==> src/rtl/rgb_led_pkg.sv <==
// Shared types and colour constants for the RGB LED blocks.
// Colours are active-high {r,g,b}; pins invert them.
package rgb_led_pkg;

  typedef logic [2:0] color_t;

  localparam color_t C_OFF     = 3'b000;
  localparam color_t C_RED     = 3'b100;
  localparam color_t C_YELLOW  = 3'b110;
  localparam color_t C_GREEN   = 3'b010;
  localparam color_t C_CYAN    = 3'b011;
  localparam color_t C_BLUE    = 3'b001;
  localparam color_t C_MAGENTA = 3'b101;
  localparam color_t C_WHITE   = 3'b111;

  typedef enum logic [1:0] {
    IDLE,
    OWNED,
    GAP
  } sched_state_t;

endpackage

==> src/rtl/led_tick_gen.sv <==
// Free-running prescaler producing a one-cycle tick
// each time the counter wraps back to zero.
module led_tick_gen #(
  parameter int CLK_HZ  = 12000000,
  parameter int TICK_HZ = 1000
) (
  input  logic clk,
  input  logic rst_n,
  output logic tick
);

  localparam int DIV = CLK_HZ / TICK_HZ;
  localparam int CW  = $clog2(DIV);

  logic [CW-1:0] cnt;

  // Count 0..DIV-1 and flag the wrap on the following cycle
  always_ff @(posedge clk or negedge rst_n) begin
    if (!rst_n) begin
      cnt  <= '0;
      tick <= 1'b0;
    end else begin
      tick <= (cnt == CW'(DIV - 1));
      if (cnt == CW'(DIV - 1)) cnt <= '0;
      else                     cnt <= cnt + CW'(1);
    end
  end

endmodule

==> src/rtl/rgb_led_scheduler.sv <==
// Round-robin owner of the shared RGB LED with
// min/max hold times and a blank gap between owners.
module rgb_led_scheduler
  import rgb_led_pkg::*;
#(
  parameter int CLK_HZ         = 12000000,
  parameter int TICK_HZ        = 1000,
  parameter int NUM_REQ        = 4,
  parameter int MIN_HOLD_TICKS = 250,
  parameter int MAX_HOLD_TICKS = 1000,
  parameter int GAP_TICKS      = 20
) (
  input  logic                 clk,
  input  logic                 rst_n,
  input  logic [NUM_REQ-1:0]   req,
  input  logic [3*NUM_REQ-1:0] color_in,
  output logic [NUM_REQ-1:0]   grant,
  output logic                 busy,
  output logic                 RGB_R,
  output logic                 RGB_G,
  output logic                 RGB_B
);

  localparam int IW = $clog2(NUM_REQ);
  localparam int HW = $clog2(MAX_HOLD_TICKS + 1);
  localparam int GW = $clog2(GAP_TICKS + 1);

  sched_state_t  state;
  logic [IW-1:0] rr_ptr;
  logic [IW-1:0] owner;
  logic [HW-1:0] hold_cnt;
  logic [GW-1:0] gap_cnt;
  color_t        col_q;
  logic [2:0]    rgb_n;
  logic          tick;

  logic          win_vld;
  logic [IW-1:0] win_idx;
  logic [IW-1:0] nxt_ptr;
  logic          owner_req;
  logic          others;
  logic          at_min;
  logic          at_max;
  logic          release_now;
  color_t        own_col;

  led_tick_gen #(
    .CLK_HZ  (CLK_HZ),
    .TICK_HZ (TICK_HZ)
  ) u_tick (
    .clk   (clk),
    .rst_n (rst_n),
    .tick  (tick)
  );

  // First asserted request at or after rr_ptr, wrapping
  always_comb begin
    win_vld = 1'b0;
    win_idx = '0;
    for (int k = NUM_REQ - 1; k >= 0; k--) begin
      automatic int idx = int'(rr_ptr) + k;
      if (idx >= NUM_REQ) idx = idx - NUM_REQ;
      if (req[idx]) begin
        win_vld = 1'b1;
        win_idx = IW'(idx);
      end
    end
  end

  // Only the owner's colour slice is ever selected
  always_comb begin
    own_col     = color_t'(color_in[3*int'(owner) +: 3]);
    owner_req   = req[owner];
    others      = |(req & ~grant);
    at_min      = (hold_cnt >= HW'(MIN_HOLD_TICKS));
    at_max      = (hold_cnt >= HW'(MAX_HOLD_TICKS));
    release_now = (!owner_req && at_min) || (at_max && others);
    nxt_ptr     = (win_idx == IW'(NUM_REQ - 1)) ? '0 : win_idx + IW'(1);
  end

  // Arbitration, hold timing and registered LED drive
  always_ff @(posedge clk or negedge rst_n) begin
    if (!rst_n) begin
      state    <= IDLE;
      rr_ptr   <= '0;
      owner    <= '0;
      hold_cnt <= '0;
      gap_cnt  <= '0;
      col_q    <= C_OFF;
      grant    <= '0;
      busy     <= 1'b0;
      rgb_n    <= ~C_OFF;
    end else begin
      unique case (state)
        IDLE: begin
          rgb_n <= ~C_OFF;
          if (win_vld) begin
            state    <= OWNED;
            owner    <= win_idx;
            grant    <= NUM_REQ'(1) << win_idx;
            rr_ptr   <= nxt_ptr;
            hold_cnt <= '0;
            col_q    <= C_OFF;
            busy     <= 1'b1;
          end
        end
        OWNED: begin
          if (release_now) begin
            state   <= GAP;
            grant   <= '0;
            gap_cnt <= '0;
            rgb_n   <= ~C_OFF;
          end else begin
            if (owner_req) begin
              col_q <= own_col;
              rgb_n <= ~own_col;
            end else begin
              rgb_n <= ~col_q;
            end
            if (at_max)    hold_cnt <= '0;
            else if (tick) hold_cnt <= hold_cnt + HW'(1);
          end
        end
        GAP: begin
          rgb_n <= ~C_OFF;
          if (tick) begin
            gap_cnt <= gap_cnt + GW'(1);
            if (gap_cnt == GW'(GAP_TICKS - 1)) begin
              state <= IDLE;
              busy  <= 1'b0;
            end
          end
        end
        default: state <= IDLE;
      endcase
    end
  end

  assign RGB_R = rgb_n[2];
  assign RGB_G = rgb_n[1];
  assign RGB_B = rgb_n[0];

endmodule

==> config.mk <==
export PLATFORM = sky130hd
export DESIGN_NAME = rgb_led_scheduler
export DESIGN_NICKNAME = d
export VERILOG_FILES = /design/src/rtl/rgb_led_pkg.sv /design/src/rtl/led_tick_gen.sv /design/src/rtl/rgb_led_scheduler.sv
export SDC_FILE = /design/constraint.sdc
export NUM_CORES = 1
export LEC_CHECK = 0
export BUFFER_PORTS_ARGS = -buffer_cell sky130_fd_sc_hd__buf_4
export CORE_ASPECT_RATIO = 1.4
export CORE_MARGIN = 5
export CORE_UTILIZATION = 30
export CTS_CLUSTER_SIZE = 10
export DETAILED_ROUTE_END_ITERATION = 7
export MAX_ROUTING_LAYER = met4
export PLACE_DENSITY = 0.56
export SKIP_CTS_REPAIR_TIMING = 1
export SYNTH_ARGS = -nofsm -noshare
export SYNTH_HDL_FRONTEND = slang
export SYNTH_HIERARCHICAL = 1
export SYNTH_SLANG_ARGS = --single-unit
==> constraint.sdc <==
create_clock -name clk -period 2.2 [get_ports clk]
set_input_delay 0.55 -clock clk [delete_from_list [all_inputs] [get_ports clk]]
set_output_delay 0.55 -clock clk [all_outputs]
set_load 0.01 [all_outputs]
==> Word level (Yosys, flattened, before mapping) <==
Cells that the tools add are included.
{ "classes": {"shifts": 2, "n_bitwise": 4, "mux": 55, "mul": 1, "n_lt_le_gt_ge": 11, "n_reduce_logical": 18, "add_sub_neg": 11, "n_eq_ne": 12} }
{ "ops": {"columns": ["operator", "count"], "rows": [
  ["< comparator 32 x 4 -> 1 bit, second input constant", 4],
  ["2-to-1 mux 32 bit", 4],
  ["2-to-1 mux 10 bit", 4],
  ["case mux 10 bit (2 select lines)", 1],
  ["2-to-1 mux 2 bit", 9],
  ["2-to-1 mux 1 bit", 16],
  ["AND reduction 4 bit", 4],
  ["2-to-1 mux 3 bit", 5],
  ["adder 14 x 1 -> 14 bit, second input constant", 1],
  ["== test 14 bit, second input constant", 1],
  ["2-to-1 mux 14 bit", 1],
  ["case mux 3 bit (2 select lines)", 2],
  ["indexed part select 12 x 5 -> 3 bit", 1],
  ["subtractor 3 x 3 -> 4 bit, second input constant", 3],
  ["adder 10 x 1 -> 10 bit, second input constant", 1],
  ["binary-select mux 1 bit (select 2 bit)", 5],
  [">= comparator 10 bit, second input constant", 1],
  [">= comparator 10 x 8 -> 1 bit, second input constant", 1],
  ["2-to-1 mux 5 bit", 2],
  ["!= test 2 bit, second input constant", 5],
  ["case mux 5 bit (2 select lines)", 1],
  [">= comparator 3 bit, second input constant", 3],
  ["2-to-1 mux 4 bit", 2],
  ["case mux 4 bit (2 select lines)", 1],
  ["other kinds (28)", 36]
]} }
{ "totals": {"regBits": 47, "inputBits": 18, "wordCells": 125, "out_inout_bits": 8} }

==> Depth between registers and ports, before layout <==
{ "depth": {"depth_word": 13, "mapped_depth": 8, "depth_no_buf": 8} }

==> Cells and area by module <==
Netlist, hierarchy kept.
{ "by_module_without_submodules": {"columns": ["mod", "instances", "cells_per_inst", "area_each_um2"], "rows": [
  ["rgb_led_scheduler", 1, 198, 1909.3],
  ["led_tick_gen", 1, 71, 735.7]
]} }

==> Least setup slack after synthesis <==
OpenSTA, ideal clock, no wires.
{ "synth_timing": {"path_type": "input port to flip-flop", "start": "input req[2]", "end": "register hold_cnt[3]", "stages": 7, "arrival_time_ns": 1.805, "t_required_ns": 2.078, "n_path_buf": 1, "setup_time_ns": 0.122, "setup_slack_ns": 0.273, "cell_sequence": "nor4_2 > or3_1 > buf_6 > a41oi_4 > and4_1 > o21ai_1 > a32o_1"} }
{ "synth_via": {"elab_chain_cells": 9, "word_cells_on_any_way": 27, "classes_between": "eq/ne: 2; mux: 18; bitwise: 1; reduce/logical: 6"} }
{ "synth_rtl": {"columns": ["item", "line_no", "rtl"], "rows": [
  ["start: declaration", "rgb_led_scheduler.sv:15", "input logic [NUM_REQ-1:0] req,"],
  ["binary-select mux 1 bit (select 2 bit)", "rgb_led_scheduler.sv:63", "if (req[idx]) begin"],
  ["2-to-1 mux 1 bit (not written as such) (2 in a row)", "rgb_led_scheduler.sv:63", null],
  ["2-to-1 mux 1 bit (4 in a row)", "rgb_led_scheduler.sv:63", null],
  ["!= test 2 bit (no source line)", null, null],
  ["AND reduction 4 bit (no source line) *", null, null],
  ["end signal: assignment", "rgb_led_scheduler.sv:121", "else if (tick) hold_cnt <= hold_cnt + HW'(1);"],
  ["end: declaration", "rgb_led_scheduler.sv:31", "logic [HW-1:0] hold_cnt;"]
]} }
Every way passes the cells marked *; elsewhere a longest branch is shown, timed or not. The select of a mux whose other input is x is not followed.
A chain may end at the register's enable or synchronous reset.

==> Worst setup path in the final report <==
{ "layout_timing": {"start": "register hold_cnt[0]", "end": "register hold_cnt[1]"} }
{ "layout_via": {"elab_chain_cells": 5, "word_cells_on_any_way": 13, "classes_between": "add/sub: 1; order compare: 2; eq/ne: 2; mux: 4; reduce/logical: 4"} }
{ "layout_rtl": {"columns": ["item", "line_no"], "rows": [
  ["adder 10 x 1 -> 10 bit (tied with other cells)", "rgb_led_scheduler.sv:121"],
  ["2-to-1 mux 10 bit or logical AND 1 bit (tied branches)", "rgb_led_scheduler.sv:121, rgb_led_scheduler.sv:77"],
  ["2-to-1 mux 10 bit or logical OR 1 bit (tied branches)", "rgb_led_scheduler.sv:120, rgb_led_scheduler.sv:77"],
  ["2-to-1 mux 10 bit or != test 2 bit (tied branches)", null],
  ["case mux 10 bit (2 select lines) or AND reduction 4 bit (tied branches)", null]
]} }
Several ways; a longest one is shown, not always the timed one. The select of a mux whose other input is x is not followed.

==> run metrics <==
Slew Limit Fails 0; IO buf count 25; Initial Util 0.307; critical path's slowest cell dfrtp_1; Filler cells 876; r2r setup slk 0.26 ns; RR Startpoint hold_cnt[0]; most common cell after layout, fill and taps aside dfrtp_1; Reg2Reg Capture Point hold_cnt[1]; delay-heaviest family, CP compound AO/OA/AOI/OAI gates; largest cells by area after synthesis dfrtp_1, nor2_1, ha_1; met1 Use GR 0.142; Gate Count Post-Synth 269; CTS sink cnt 47; Post-Route WL 5.88 mm; FFs w/ async S/R, synth 1.00; CP startpoint kind flop; CP Data Arrival Time 2.15 ns; initial DRC count 137; max_slew headroom 0.598; clock root cell clkbuf_16; Worst Tran Pin Value 0.603 ns; commonest cells after routing, fill and taps aside dfrtp_1, nor2_1, buf_4, nand2_1, nand3_1; Boundary Pins 26; number of iterations in the first detailed-routing pass 4; CTS tree built; Die ar. 10800 sq um; M3 GR Usage 0.0211; worst path required time 2.40 ns; Area growth syn-to-layout 20.3%; Syn. warnings 6; CP Class reg -> reg; Worst-Skew Late Latency 0.28 ns; initial antenna violation count 0; pwr dens 842 nW/um^2; Multi-input gate area 1400 sq um; Total Routing Usage GR 0.122; Netlist Area Pre-Place 2650 sq um; worst vdd ir 438 uV; clk_skew 0.00644 ns; Cell Chain, Critical Path inv_1, ha_1, nor3_1, or3_1, a21oi_2, o21ai_2, nor2b_1, o22ai_1; Routed Antenna Nets 0; fin crit share 0.884; total CTS buffers 5; CP endpoint kind flop; hold crit path type in -> async; placed inst area 3030 sq um; CP Max Fanout 6; Routed WL per cell 14.2 um; final hold viol count 0; EDFF count, synth 0; flops & latches, synth 47; RePlAce Congestion 0.813; Post-route DRC 0; Final setup viols 0; DIE HEIGHT 121 um; maxcap violations 0; FF/Latch Area 1180 sq um; LEAKAGE 1.38 nW; Yosys top cell area share 0.416; Buf/Inv on CP 1; Avg Cell Area, Syn 9.83 sq um; register area share after synthesis 0.446; Synth Flop Type dfrtp_1; largest net degree at the start of global routing 48; core area 8610 sq um; Detail Placement HPWL 4.42 mm; WHS 0.268 ns; met2 usage 0.207; CP peak stage delay 0.41 ns; final net count 336; Post-Syn Nets 296; number of global-route vias before repair 2138; clk buf depth 2; GRT overflow 0; Site Rows 40; Yosys top cell by area dfrtp_1; H-Tree Depth 2; antenna cells 0; number of placed instances, taps included 407; status complete, no violations; Non-Filler Instances 415; vias per cell 5.14; final instance area 3180 sq um; unrepaired setup endpoints after global routing false; Final min period 1.94 ns; global-route wire length before repair 10.2 mm; FF-to-FF path depth 8; Sum Neg Setup Slack 0 ns; GRT Max-Usage Layer met2; FMAX 514 MHz; Netlist cell types 55; clk slew on worst S/H paths 0.07 ns; layout cell share with drive strength beyond 1 0.210; Vias 2135; Die X-Extent 89.4 um
where the power goes:
part           switching (W)  internal (W)
Clock               0.000324      0.000455
Combinational       0.000366      0.000392
Sequential          0.000124       0.00102
Total               0.000813       0.00187
through the flow:
step / total power, W / setup slack (ns) / util
finish: 0.00268 / 0.255 / 0.370
global route: 0.00285 / 0.0732 / 0.370
CTS: 0.00272 / 0.238 / 0.370
detailed placement: 0.00193 / 0.0482 / 0.352
global placement: 0.00192 / 0.0877 / 0.352
floorplan: 0.00161 / 0.273 / -
cells by family (layout without fill, tap and decap cells):
group | Yosys count | count (layout) | synth area share
mux | 13 | 13 | 0.0695
simple gates | 121 | 121 | 0.233
xor+xnor | 14 | 14 | 0.0464
buf+inv | 15 | 56 | 0.0241
flops | 47 | 47 | 0.446
fa+ha+maj | 9 | 9 | 0.0426
compound gates | 50 | 50 | 0.138
registers in the layout, indices dropped and copies added (netlist names):
name	cells
rgb_n	3
rr_ptr	2
grant	4
busy	1
hold_cnt	10
gap_cnt	5
col_q	3
u_tick/cnt	14
u_tick/tick	1
state	2
owner	2
routing by layer:
metal | wire [um] | vias up
li1 | - | 1063
met3 | 134 | 13
met4 | 155 | 0
met1 | 2530 | 1032
met5 | 0 | -
met2 | 3070 | 27
final cells by class:
type	instances	share of cell area
Clock inverter	1	0.00275
Sequential cell	47	0.371
Tap cell	105	0.0413
Clock buffer	7	0.0448
Multi-Input combinational cell	207	0.440
Inverter	11	0.0130
Timing Repair Buffer	37	0.0873
cells in the mapped netlist, drive strengths merged, types with 4 or more instances:
library cell,count
o21ai,16
o31ai,4
mux2i,6
and2,5
nand2b,6
xor2,11
mux4,4
a21oi,11
and4,4
nand3,14
nor2,39
inv,11
ha,9
nand4,10
dfrtp,44
nand2,21
nor3,9
how the worst max path moves through the flow:
stage | start | endpoint | slack (ns) | cells after the start
final | hold_cnt[0] | hold_cnt[1] | 0.26 | 8
after global routing | hold_cnt[0] | hold_cnt[4] | 0.07 | 8
after CTS | hold_cnt[0] | hold_cnt[1] | 0.24 | 8
after detailed placement | req[0] | hold_cnt[4] | 0.05 | 7
after global placement | req[3] | hold_cnt[4] | 0.09 | 7
after floorplan | req[2] | hold_cnt[3] | 0.27 | 7
Note: power is estimated with default switching activity, not from simulation.
